<file path="config.mk">
export PLATFORM = sky130hd
export DESIGN_NAME = ball_hit_detector
export DESIGN_NICKNAME = d
export VERILOG_FILES = /design/src/rtl/defines_ball.sv /design/src/rtl/hit_side_counter.sv /design/src/rtl/ball_hit_detector.sv
export SDC_FILE = /design/constraint.sdc
export NUM_CORES = 1
export LEC_CHECK = 0
export ABC_AREA = 1
export CORE_UTILIZATION = 49
export DETAILED_ROUTE_END_ITERATION = 6
export PLACE_DENSITY_LB_ADDON = 0.12
export SLEW_MARGIN = 20
export SYNTH_ARGS = -nofsm -noshare
export SYNTH_HDL_FRONTEND = slang
export SYNTH_HIERARCHICAL = 1
export SYNTH_SLANG_ARGS = --single-unit
export TNS_END_PERCENT = 30
</file>
<file path="constraint.sdc">
create_clock -name clk -period 1.8 [get_ports clk]
set_input_delay 0.18 -clock clk [delete_from_list [all_inputs] [get_ports clk]]
set_output_delay 0.18 -clock clk [all_outputs]
set_load 0.01 [all_outputs]
</file>
<file path="src/rtl/defines_ball.sv">
// Shared constants for the ball sprite: geometry, hit-side indices and defaults.
// Hit-side indices mirror the colour order in HIT_COLORS: {Left, Top, Right, Bottom}.
package defines_ball;

  localparam int WIDTH  = 64;
  localparam int HEIGHT = 64;

  localparam int LEFT   = 3;
  localparam int TOP    = 2;
  localparam int RIGHT  = 1;
  localparam int BOTTOM = 0;

  localparam int EDGE_DEFAULT       = 4;
  localparam int MIN_PIXELS_DEFAULT = 3;

  localparam logic [3:0][7:0] HIT_COLORS = {8'hE0, 8'h1C, 8'h03, 8'hFC};

  typedef enum logic {ST_IDLE, ST_ACCUM} hit_state_e;

  // Side zones of one sprite pixel; anything outside the sprite hits no zone.
  function automatic logic [3:0] zone_mask(input logic [10:0] x, input logic [10:0] y,
                                           input int edge_w);
    logic [3:0] m;
    m = '0;
    if (x < 11'(WIDTH) && y < 11'(HEIGHT)) begin
      m[LEFT]   = x <  11'(edge_w);
      m[TOP]    = y <  11'(edge_w);
      m[RIGHT]  = x >= 11'(WIDTH - edge_w);
      m[BOTTOM] = y >= 11'(HEIGHT - edge_w);
    end
    return m;
  endfunction

endpackage

</file>
<file path="src/rtl/hit_side_counter.sv">
// 4-bit saturating overlap counter for one ball side.
// load_i restarts the count with the current pixel's contribution.
module hit_side_counter (
  input  logic       clk,
  input  logic       reset,
  input  logic       load_i,
  input  logic       inc_i,
  output logic [3:0] cnt_o
);

  logic [3:0] cnt_q, cnt_d;

  always_comb begin
    cnt_d = cnt_q;
    if (load_i)
      cnt_d = {3'b000, inc_i};
    else if (inc_i && cnt_q != 4'hF)
      cnt_d = cnt_q + 4'd1;
  end

  always_ff @(posedge clk) begin
    if (reset) cnt_q <= '0;
    else       cnt_q <= cnt_d;
  end

  assign cnt_o = cnt_q;

endmodule

</file>
<file path="src/rtl/ball_hit_detector.sv">
// Per-frame ball collision detector: counts overlap pixels per side zone and
// latches hit sides plus touched object types at each start of frame.
module ball_hit_detector
  import defines_ball::*;
#(
  parameter int EDGE       = EDGE_DEFAULT,
  parameter int MIN_PIXELS = MIN_PIXELS_DEFAULT
) (
  input  logic        clk,
  input  logic        reset,
  input  logic        startOfFrame,
  input  logic        ballDR,
  input  logic [10:0] ballOffsetX,
  input  logic [10:0] ballOffsetY,
  input  logic [3:0]  objDR,
  output logic [3:0]  hit,
  output logic [3:0]  objHit,
  output logic        hitValid
);

  hit_state_e      state_q;
  logic [3:0]      hit_q, objHit_q, objAcc_q, objAcc_d;
  logic            hitValid_q;
  logic            overlap, count_en;
  logic [3:0]      zone, side_inc, side_hit;
  logic [3:0][3:0] cnt;

  assign overlap  = ballDR && (objDR != 4'b0000);
  assign zone     = zone_mask(ballOffsetX, ballOffsetY, EDGE);
  // The start-of-frame pixel already belongs to the new frame, even out of IDLE.
  assign count_en = (state_q == ST_ACCUM) || startOfFrame;
  assign side_inc = {4{overlap && count_en}} & zone;

  for (genvar g = 0; g < 4; g++) begin : g_side
    hit_side_counter u_cnt (
      .clk    (clk),
      .reset  (reset),
      .load_i (startOfFrame),
      .inc_i  (side_inc[g]),
      .cnt_o  (cnt[g])
    );
    assign side_hit[g] = 32'(cnt[g]) >= MIN_PIXELS;
  end

  always_comb begin
    objAcc_d = objAcc_q;
    if (startOfFrame)
      objAcc_d = overlap ? objDR : 4'b0000;
    else if (overlap && state_q == ST_ACCUM)
      objAcc_d = objAcc_q | objDR;
  end

  always_ff @(posedge clk) begin
    if (reset) begin
      state_q    <= ST_IDLE;
      objAcc_q   <= '0;
      hit_q      <= '0;
      objHit_q   <= '0;
      hitValid_q <= 1'b0;
    end else begin
      objAcc_q   <= objAcc_d;
      hitValid_q <= 1'b0;
      if (startOfFrame) begin
        state_q    <= ST_ACCUM;
        hitValid_q <= 1'b1;
        // Nothing was accumulated before the first frame boundary.
        hit_q      <= (state_q == ST_ACCUM) ? side_hit : 4'b0000;
        objHit_q   <= (state_q == ST_ACCUM) ? objAcc_q : 4'b0000;
      end
    end
  end

  assign hit      = hit_q;
  assign objHit   = objHit_q;
  assign hitValid = hitValid_q;

endmodule

</file>
==> results.py, run 1 <==
metrics = {
    "setup_path": {
        "r2r_start": "state_q",
        "crit_path_max_fanout": 4,
        "crit_path_end_kind": "flop",
        "worstPathRequired_ns": 2.04,
        "arrival_ns": 1.78,
        "crit_family": "simple AND/OR/NAND/NOR gates",
        "worst_r2r_endpoint": "g_side[3].u_cnt/cnt_o[3]",
        "crit_path_frequent_cell": "nor2_1",
        "worstSetupStartpoint": "objDR[1]",
        "reg2reg_depth": 8,
        "cp-endpoint": "g_side[3].u_cnt/cnt_o[3]",
        "critical-path-slowest-cell": "clkdlybuf4s50_1",
        "cp.depth": 11,
        "crit_chain": "clkdlybuf4s50_1, nor2_1, nand2_1, nand2_1, nor2_1, nand3_1, nor2_1, buf_4, nand4_1, nand2_1, nor2_1",
        "critical_path_class": "in -> reg",
        "regToRegSetupSlack_ns": 0.31,
        "path_buf_inv": 2,
        "startpoint_type": "input pin",
        "cp_slowest_stage_delay_ns": 0.48,
    },
    "clocking": {
        "clk_path_buf_depth": 2,
        "cts-root-buf": "clkbuf_4",
        "cts.sinks": 30,
        "ctsHtreeMaxLevel": 2,
        "cts_buffers": 5,
        "ctsResizeCount": 0,
        "clkTransAtPathRegs_ns": 0.09,
        "post_cts.repair.setup_buffers": 0,
        "cts_tree": "built",
        "worstSkewPairLatency_ns": 0.33,
        "hold_buffers": 0,
    },
    "sta": {
        "finalClockSkew_ns": 0.002373,
        "rsz0062_at_grt": "false",
        "max_slew_margin_pct": 71.49,
        "layout_setup_ws_ns": 0.2584,
        "finalSetupViolCount": 0,
        "hold_violations": 0,
        "tightest_slew_ns": 0.4264,
        "timing.fmax_ghz": 0.6487,
        "period_share_pct": 85.64,
        "maxSlewViolCount": 0,
        "period_needed_ns": 1.542,
    },
    "power": {
        "power.share.combinational_pct": 13.0,
        "power.leakage_nw": 0.8544,
        "ir_worst_vdd_uv": 398.9,
        "pwr-share-clk_pct": 32.9,
        "power_w": 0.001281,
        "cellPowerDensity_nw_per_um2": 608.8,
        "seqPwrFrac_pct": 54.0,
        "intPower_w": 0.0009576,
        "p_switching_w": 0.0003237,
        "p_sw_share_pct": 25.27,
    },
    "synthesis": {
        "synth.distinct_cells": 15,
        "ys_seq_area_share_pct": 37.80,
        "yosys_warnings": 6,
        "synth_area_um2": 1589,
        "avgSynthCellArea_um2": 6.306,
        "synth_top_area_cell": "dfxtp_1",
        "synth_area_leaders": "dfxtp_1 (38%), nand2_1 (17%), nor2_1 (16%)",
        "synth_nets": 286,
        "ys_ff_latch": 30,
        "synthCells": 252,
        "yosysTopAreaCellShare_pct": 37.80,
    },
    "drt": {
        "routed_wl_mm": 3.377,
        "drc": 0,
        "wl_per_cell_um": 9.760,
        "antenna_left": 0,
        "vias": 1702,
        "via_per_inst": 4.919,
        "drt_iter0_drc": 77,
        "drt-pass1-iter-count": 4,
    },
    "finish": {
        "fin_area_um2": 2105,
        "n_fill_cell": 300,
        "fin_util_pct": 68.93,
        "drive_above_1_share_pct": 7.285,
        "fin_nets": 335,
        "synthToLayoutAreaGrowth_pct": 32.44,
        "diodes": 0,
    },
    "min_path": {
        "hp-class": "reg -> reg",
    },
    "die": {
        "die_area_um2": 3475,
        "io_pins": 39,
        "core_area_um2": 3053,
        "die_x_um": 58.95,
        "rows": 20,
        "die_h_um": 58.95,
        "floorplan.initialDensity_pct": 52.05,
    },
    "global_route": {
        "grt.total_usage_pct": 22.13,
        "antenna_found_initial": 0,
        "grt_start_max_net_pins": 18,
        "grt_pass1_wl_mm": 5.768,
        "grt-ovfl-total": 0,
        "grt_pass1_vias": 1439,
    },
    "placement": {
        "place.gp.congestion": 0.8801,
        "place_ws_ns": -0.07002,
        "portBuffers": 34,
        "placed_cell_area_um2": 2044,
        "dp_hpwl_mm": 2.522,
    },
    "flow_run": {
        "drv_cap": 0,
    },
    "run_status": {
        "status": "completed",
    },
}
power by group through the flow:
stage	Combinational, W	Sequential [W]	Clock [W]
6_report	0.000167	0.000692	0.000422
5_1_grt	0.000189	0.000696	0.000468
4_1_cts	0.000168	0.000692	0.000435
3_5_place_dp	0.000167	0.000707	0
3_3_place_gp	0.000163	0.000707	0
2_1_floorplan	0.0000758	0.000706	0
layout make-up:
cell class	count	area [um2]	area share, %
repair buffers	44	415.4	19.74
clock inverters	1	5.005	0.2378
well taps	44	55.05	2.616
multi-input cells	200	898.4	42.69
clock buffers	7	55.05	2.616
flip-flops and latches	30	600.6	28.54
inverters	20	75.07	3.567
kinds of logic after synthesis:
family                   synth area share (%)
AO/OA/AOI/OAI                           10.71
buffers and inverters                   5.669
flip-flops                              37.80
AND/OR/NAND/NOR                         42.68
adder cells (fa/ha/maj)                 3.150
worst min-delay path by stage:
stage | slack [ns] | startpoint | end | cells after the start
2_1_floorplan | 0.31 | startOfFrame | state_q | 2
3_5_place_dp | 0.45 | objAcc_q[0] | objHit[0] | 2
5_1_grt | 0.49 | hit[1] | hit[1] | 2
6_report | 0.46 | objAcc_q[0] | objHit[0] | 2
4_1_cts | 0.47 | objAcc_q[0] | objHit[0] | 2
3_3_place_gp | 0.44 | objAcc_q[2] | objHit[2] | 2
placed cells by master, fill, tap and decap left out:
cell type,count
o21ai_0,8
clkinv_2,1
clkbuf_8,1
a21oi_1,20
clkbuf_1,1
inv_1,19
nand2_1,71
ha_1,4
clkdlybuf4s50_1,34
nor2_1,66
nor3_1,2
inv_2,1
o21bai_1,4
nand3_2,4
nand3_1,14
buf_4,10
clkbuf_4,5
nand4_1,7
dfxtp_1,30
Yosys cell counts:
library cell,instances
nand2_1,71
nor2_1,66
dfxtp_1,30
a21oi_1,20
inv_1,19
nand3_1,14
o21ai_0,8
nand4_1,7
ha_1,4
nand3_2,4
o21bai_1,4
nor3_1,2
buf_6,1
clkbuf_1,1
inv_2,1
worst min-delay path: cells and delay by family, from the launching register on:
family | cells | cell delay, ns
flops | 1 | 0.32
simple gates | 1 | 0.06
compound gates | 1 | 0.05
metal layers:
metal  vias up  GRT usage [%]  share of wire (%)
met2        41          37.66                 46
li1        913              -                  -
met1       740          26.23                 47
met4         0          11.22                2.1
met5         -              0                  0
met3         8          4.615                4.3
sequential cells by signal, indices dropped and copies added, names as in the netlist:
| signal | cells |
|---|---|
| hit | 4 |
| g_side.u_cnt/cnt_o | 16 |
| state_q | 1 |
| objAcc_q | 4 |
| objHit | 4 |
| hitValid | 1 |
metrics by stage:
step | cells | hold slack [ns] | setup TNS [ns]
after floorplan | 252 | 0.3116 | 0
after global placement | 338 | 0.4437 | -0.2313
after detailed placement | 338 | 0.4519 | -0.3819
after CTS | 346 | 0.4658 | 0
after global routing | 346 | 0.4859 | 0
final | 346 | 0.4617 | 0
No activity file was read; power rests on OpenSTA's default activity.
==> inputs of run 2 (changes only) <==
==> constraint.sdc (replaced) <==
create_clock -name clk -period 1.8 [get_ports clk]
set_input_delay 0.18 -clock clk [delete_from_list [all_inputs] [get_ports clk]]
set_output_delay 0.18 -clock clk [all_outputs]
set_load 0.1 [all_outputs]
==> results.py, run 2 (synthesis gave the netlist of run 1 again) <==
metrics = {
    "drt": {
        "wl_per_cell_um": 9.797,
        "drc": 0,
        "drt-pass1-iter-count": 6,
        "drt_iter0_drc": 78,
        "routed_wl_mm": 3.380,
        "via_per_inst": 4.901,
        "antenna_left": 0,
        "vias": 1691,
    },
    "sta": {
        "tightest_slew_ns": 0.4283,
        "rsz0062_at_grt": "false",
        "maxSlewViolCount": 0,
        "finalClockSkew_ns": 0.005624,
        "max_slew_margin_pct": 71.36,
        "hold_violations": 0,
        "finalSetupViolCount": 0,
        "layout_setup_ws_ns": 0.3224,
        "timing.fmax_ghz": 0.6768,
        "period_needed_ns": 1.478,
        "fin_hold_ws_ns": 0.4609,
        "period_share_pct": 82.09,
    },
    "setup_path": {
        "critical_path_class": "in -> reg",
        "cp-endpoint": "g_side[0].u_cnt/cnt_o[3]",
        "crit_family": "simple AND/OR/NAND/NOR gates",
        "worstSetupStartpoint": "objDR[1]",
        "regToRegSetupSlack_ns": 0.37,
        "crit_path_frequent_cell": "nor2_1",
        "arrival_ns": 1.72,
        "reg2reg_depth": 8,
        "crit_chain": "clkdlybuf4s50_1, nor2_1, nand2_1, nand2_1, nor2_1, nand3_1, nor2_1, buf_4, nand4_1, nand2_1, nor2_1",
        "startpoint_type": "input pin",
        "worstPathRequired_ns": 2.04,
        "r2r_start": "state_q",
        "crit_path_max_fanout": 6,
        "worst_r2r_endpoint": "g_side[0].u_cnt/cnt_o[3]",
        "path_buf_inv": 2,
        "crit_path_end_kind": "flop",
        "cp.depth": 11,
        "cp_slowest_stage_delay_ns": 0.47,
        "critical-path-slowest-cell": "clkdlybuf4s50_1",
    },
    "flow_run": {
        "drv_cap": 0,
    },
    "clocking": {
        "cts_buffers": 5,
        "hold_buffers": 0,
        "worstSkewPairLatency_ns": 0.34,
        "cts-root-buf": "clkbuf_4",
        "clkTransAtPathRegs_ns": 0.10,
        "clk_path_buf_depth": 2,
        "cts_tree": "built",
        "ctsHtreeMaxLevel": 2,
        "cts.sinks": 30,
        "post_cts.repair.setup_buffers": 0,
        "ctsResizeCount": 0,
    },
    "global_route": {
        "grt-ovfl-total": 0,
        "antenna_found_initial": 0,
        "grt.total_usage_pct": 21.16,
        "grt_pass1_wl_mm": 5.582,
        "grt_pass1_vias": 1414,
        "grt_start_max_net_pins": 18,
    },
    "die": {
        "floorplan.initialDensity_pct": 52.05,
        "rows": 20,
        "io_pins": 39,
        "core_area_um2": 3053,
        "die_area_um2": 3475,
        "die_h_um": 58.95,
        "die_x_um": 58.95,
    },
    "power": {
        "ir_worst_vdd_uv": 357.8,
        "power_w": 0.001412,
        "power.leakage_nw": 0.8763,
        "cellPowerDensity_nw_per_um2": 674.7,
    },
    "finish": {
        "layout_common_cells": "nand2_1 (71), nor2_1 (66), dfxtp_1 (30)",
        "drive_above_1_share_pct": 10.30,
        "largest_reg_flops": 16,
        "fin_util_pct": 68.52,
        "fin_nets": 334,
        "n_fill_cell": 297,
        "synthToLayoutAreaGrowth_pct": 31.65,
        "mostFrequentLayoutCell": "nand2_1",
        "stdcell_count": 345,
        "diodes": 0,
    },
    "placement": {
        "portBuffers": 34,
        "place.gp.congestion": 0.8756,
        "place_ws_ns": -0.03380,
        "dp_cells": 337,
        "dp_hpwl_mm": 2.559,
    },
    "min_path": {
        "hp-class": "reg -> reg",
    },
    "run_status": {
        "status": "completed",
    },
}
==> run 2: metal layers <==
layer	routed length (um)	vias up	share of wire [%]	global-route usage, %
met1	1535	729	45	25.96
met2	1596	44	47	35.06
met4	64	0	1.9	7.823
met5	0	-	0	0
li1	-	911	-	-
met3	183	7	5.4	6.154
==> run 2: cell type report <==
type / instances / area [um2] / share of cell area, %
multi-input cells: 200 / 898.4 / 42.94
flip-flops and latches: 30 / 600.6 / 28.71
repair buffers: 43 / 385.4 / 18.42
inverters: 20 / 75.07 / 3.589
well taps: 44 / 55.05 / 2.632
clock inverters: 3 / 40.04 / 1.914
clock buffers: 5 / 37.54 / 1.794
==> run 2: where the power goes <==
part	switching [W]	leakage, nW	total [W]	internal [W]
Combinational	0.0000995	0.587	0.000187	0.0000871
Clock	0.000246	0.0450	0.000533	0.000287
Sequential	0.0000117	0.244	0.000692	0.000680
Total	0.000357	0.876	0.00141	0.00105
==> run 2: how the worst min path moves through the flow <==
stage	from	endpoint	slack (ns)	cells after the start
2_1_floorplan	startOfFrame	state_q	0.31	2
3_3_place_gp	objAcc_q[2]	objHit[2]	0.44	2
3_5_place_dp	objAcc_q[2]	objHit[2]	0.45	2
4_1_cts	objAcc_q[2]	objHit[2]	0.46	2
5_1_grt	objHit[0]	objHit[0]	0.49	2
6_report	objAcc_q[2]	objHit[2]	0.46	2
==> run 2: through the flow <==
stage / instance area [um2] / TNS, ns
after global placement: 2014 / -0.08127
after global routing: 2092 / 0
after detailed placement: 2014 / -0.1384
after floorplan: 1589 / 0
final: 2092 / 0
after CTS: 2092 / 0
==> run 2: tightest hold or removal path: stages (launching register included) <==
cell and delay (ns):
dfxtp_1 0.32, nand2_1 0.06, a21oi_1 0.05
==> inputs of run 3 (changes only) <==
Clock period 1.8 ns to 1.5 ns, I/O delays scaled along.
==> results.py, run 3 (synthesis gave the netlist of run 1 again) <==
metrics = {
    "run_status": {
        "status": "completed",
    },
    "sta": {
        "max_slew_margin_pct": 73.13,
        "rsz0062_at_grt": "true",
        "maxSlewViolCount": 0,
        "tightest_slew_ns": 0.4018,
        "fin_setup_tns_ns": 0,
        "hold_violations": 0,
        "timing.fmax_ghz": 0.7162,
        "finalClockSkew_ns": 0.007290,
        "period_share_pct": 93.08,
        "period_needed_ns": 1.396,
        "finalSetupViolCount": 0,
        "fin_hold_ws_ns": 0.4647,
    },
    "clocking": {
        "worstSkewPairLatency_ns": 0.33,
        "cts_buffers": 5,
        "clkTransAtPathRegs_ns": 0.08,
        "clk_path_buf_depth": 2,
        "cts-root-buf": "clkbuf_4",
        "cts_tree": "built",
        "post_cts.repair.setup_buffers": 0,
        "hold_buffers": 0,
        "cts.sinks": 30,
        "ctsHtreeMaxLevel": 2,
    },
    "power": {
        "seqPwrFrac_pct": 54.1,
        "intPower_w": 0.001143,
        "ir_worst_vdd_uv": 473.9,
        "cellPowerDensity_nw_per_um2": 698.1,
        "power.share.combinational_pct": 15.4,
        "p_switching_w": 0.0003965,
        "pwr-share-clk_pct": 30.6,
        "p_sw_share_pct": 25.75,
        "power.leakage_nw": 0.8920,
    },
    "drt": {
        "drt-pass1-iter-count": 7,
        "wl_per_cell_um": 9.974,
        "drt_iter0_drc": 78,
        "drc": 0,
        "routed_wl_mm": 3.431,
        "antenna_left": 0,
        "via_per_inst": 4.895,
        "vias": 1684,
    },
    "die": {
        "rows": 20,
        "floorplan.initialDensity_pct": 52.05,
        "die_x_um": 58.95,
        "die_area_um2": 3475,
        "io_pins": 39,
        "core_area_um2": 3053,
        "die_h_um": 58.95,
    },
    "setup_path": {
        "critical-path-slowest-cell": "clkdlybuf4s50_1",
        "crit_path_max_fanout": 5,
        "crit_chain": "clkdlybuf4s50_1, nor2_1, nand2_1, nand2_1, nor2_2, nand3_2, nor2_2, buf_4, nand2_1, nand2_1, nand2_1, nor2_1",
        "regToRegSetupSlack_ns": 0.17,
        "cp_slowest_stage_delay_ns": 0.48,
        "arrival_ns": 1.66,
        "crit_path_frequent_cell": "nand2_1",
        "startpoint_type": "input pin",
        "worstPathRequired_ns": 1.76,
        "crit_path_end_kind": "flop",
        "critical_path_class": "in -> reg",
    },
    "global_route": {
        "grt_start_max_net_pins": 18,
        "grt.total_usage_pct": 22.19,
        "grt_pass1_wl_mm": 5.816,
        "grt_pass1_vias": 1460,
        "antenna_found_initial": 0,
        "grt-ovfl-total": 0,
    },
    "finish": {
        "drive_above_1_share_pct": 11.67,
        "fin_util_pct": 72.25,
        "synthToLayoutAreaGrowth_pct": 38.82,
        "fin_nets": 335,
        "n_fill_cell": 283,
        "mostFrequentLayoutCell": "nand2_1",
        "stdcell_count": 344,
        "diodes": 0,
        "layout_common_cells": "nand2_1 (71), nor2_1 (62), dfxtp_1 (30)",
        "largest_reg_flops": 16,
    },
    "flow_run": {
        "drv_cap": 0,
    },
    "placement": {
        "portBuffers": 34,
        "dp_hpwl_mm": 2.604,
        "place.gp.congestion": 0.9034,
        "dp_cells": 338,
    },
    "min_path": {
        "hp-class": "reg -> reg",
    },
}
## run 3: per-layer routing
layer	wire length, um	track usage (%)
met5	0	0
met4	52	10.54
met3	149	6.154
met2	1622	36.20
met1	1606	26.94
## run 3: what timing repair did
action,CTS,global route
endpoints found under the hold margin,0,0
resized for setup,0,7
setup endpoints to repair,0,15
## run 3: power by group through the flow
stage | registers [W] | clock network [W] | logic (W)
after floorplan | 0.000873 | 0 | 0.0000910
after global placement | 0.000851 | 0 | 0.000232
after detailed placement | 0.000851 | 0 | 0.000235
after CTS | 0.000833 | 0.000486 | 0.000235
after global routing | 0.000836 | 0.000524 | 0.000263
final | 0.000833 | 0.000471 | 0.000237
## run 3: critical path, delay by kind of cell
| family | cells | cell delay (ns) |
|---|---|---|
| buffers and inverters | 2 | 0.64 |
| and+or+nand+nor | 10 | 0.87 |
## run 3: final timing paths
check | startpoint | to | depth (start not counted)
setup reg to reg | state_q | g_side[1].u_cnt/cnt_o[2] | 9
setup / recovery | objDR[1] | g_side[1].u_cnt/cnt_o[2] | 12
hold reg to reg | objAcc_q[2] | objHit[2] | 2
hold / removal | objAcc_q[2] | objHit[2] | 2
## run 3: stage by stage
step	worst slack [ns]	total power, W	area [um2]
global placement	-0.2500	0.001083	2135
global route	-0.004164	0.001623	2206
detailed placement	-0.3080	0.001086	2135
floorplan	0.2240	0.0009645	1589
CTS	0.02858	0.001554	2186
finish	0.1037	0.001540	2206
## run 3: final cells by class
class | instances | area [um2] | share of cell area [%]
Timing Repair Buffer | 44 | 505.5 | 22.92
Tap cell | 44 | 55.05 | 2.496
Inverter | 20 | 75.07 | 3.403
Clock buffer | 6 | 51.30 | 2.326
Multi-Input combinational cell | 200 | 918.4 | 41.63
Sequential cell | 30 | 600.6 | 27.23
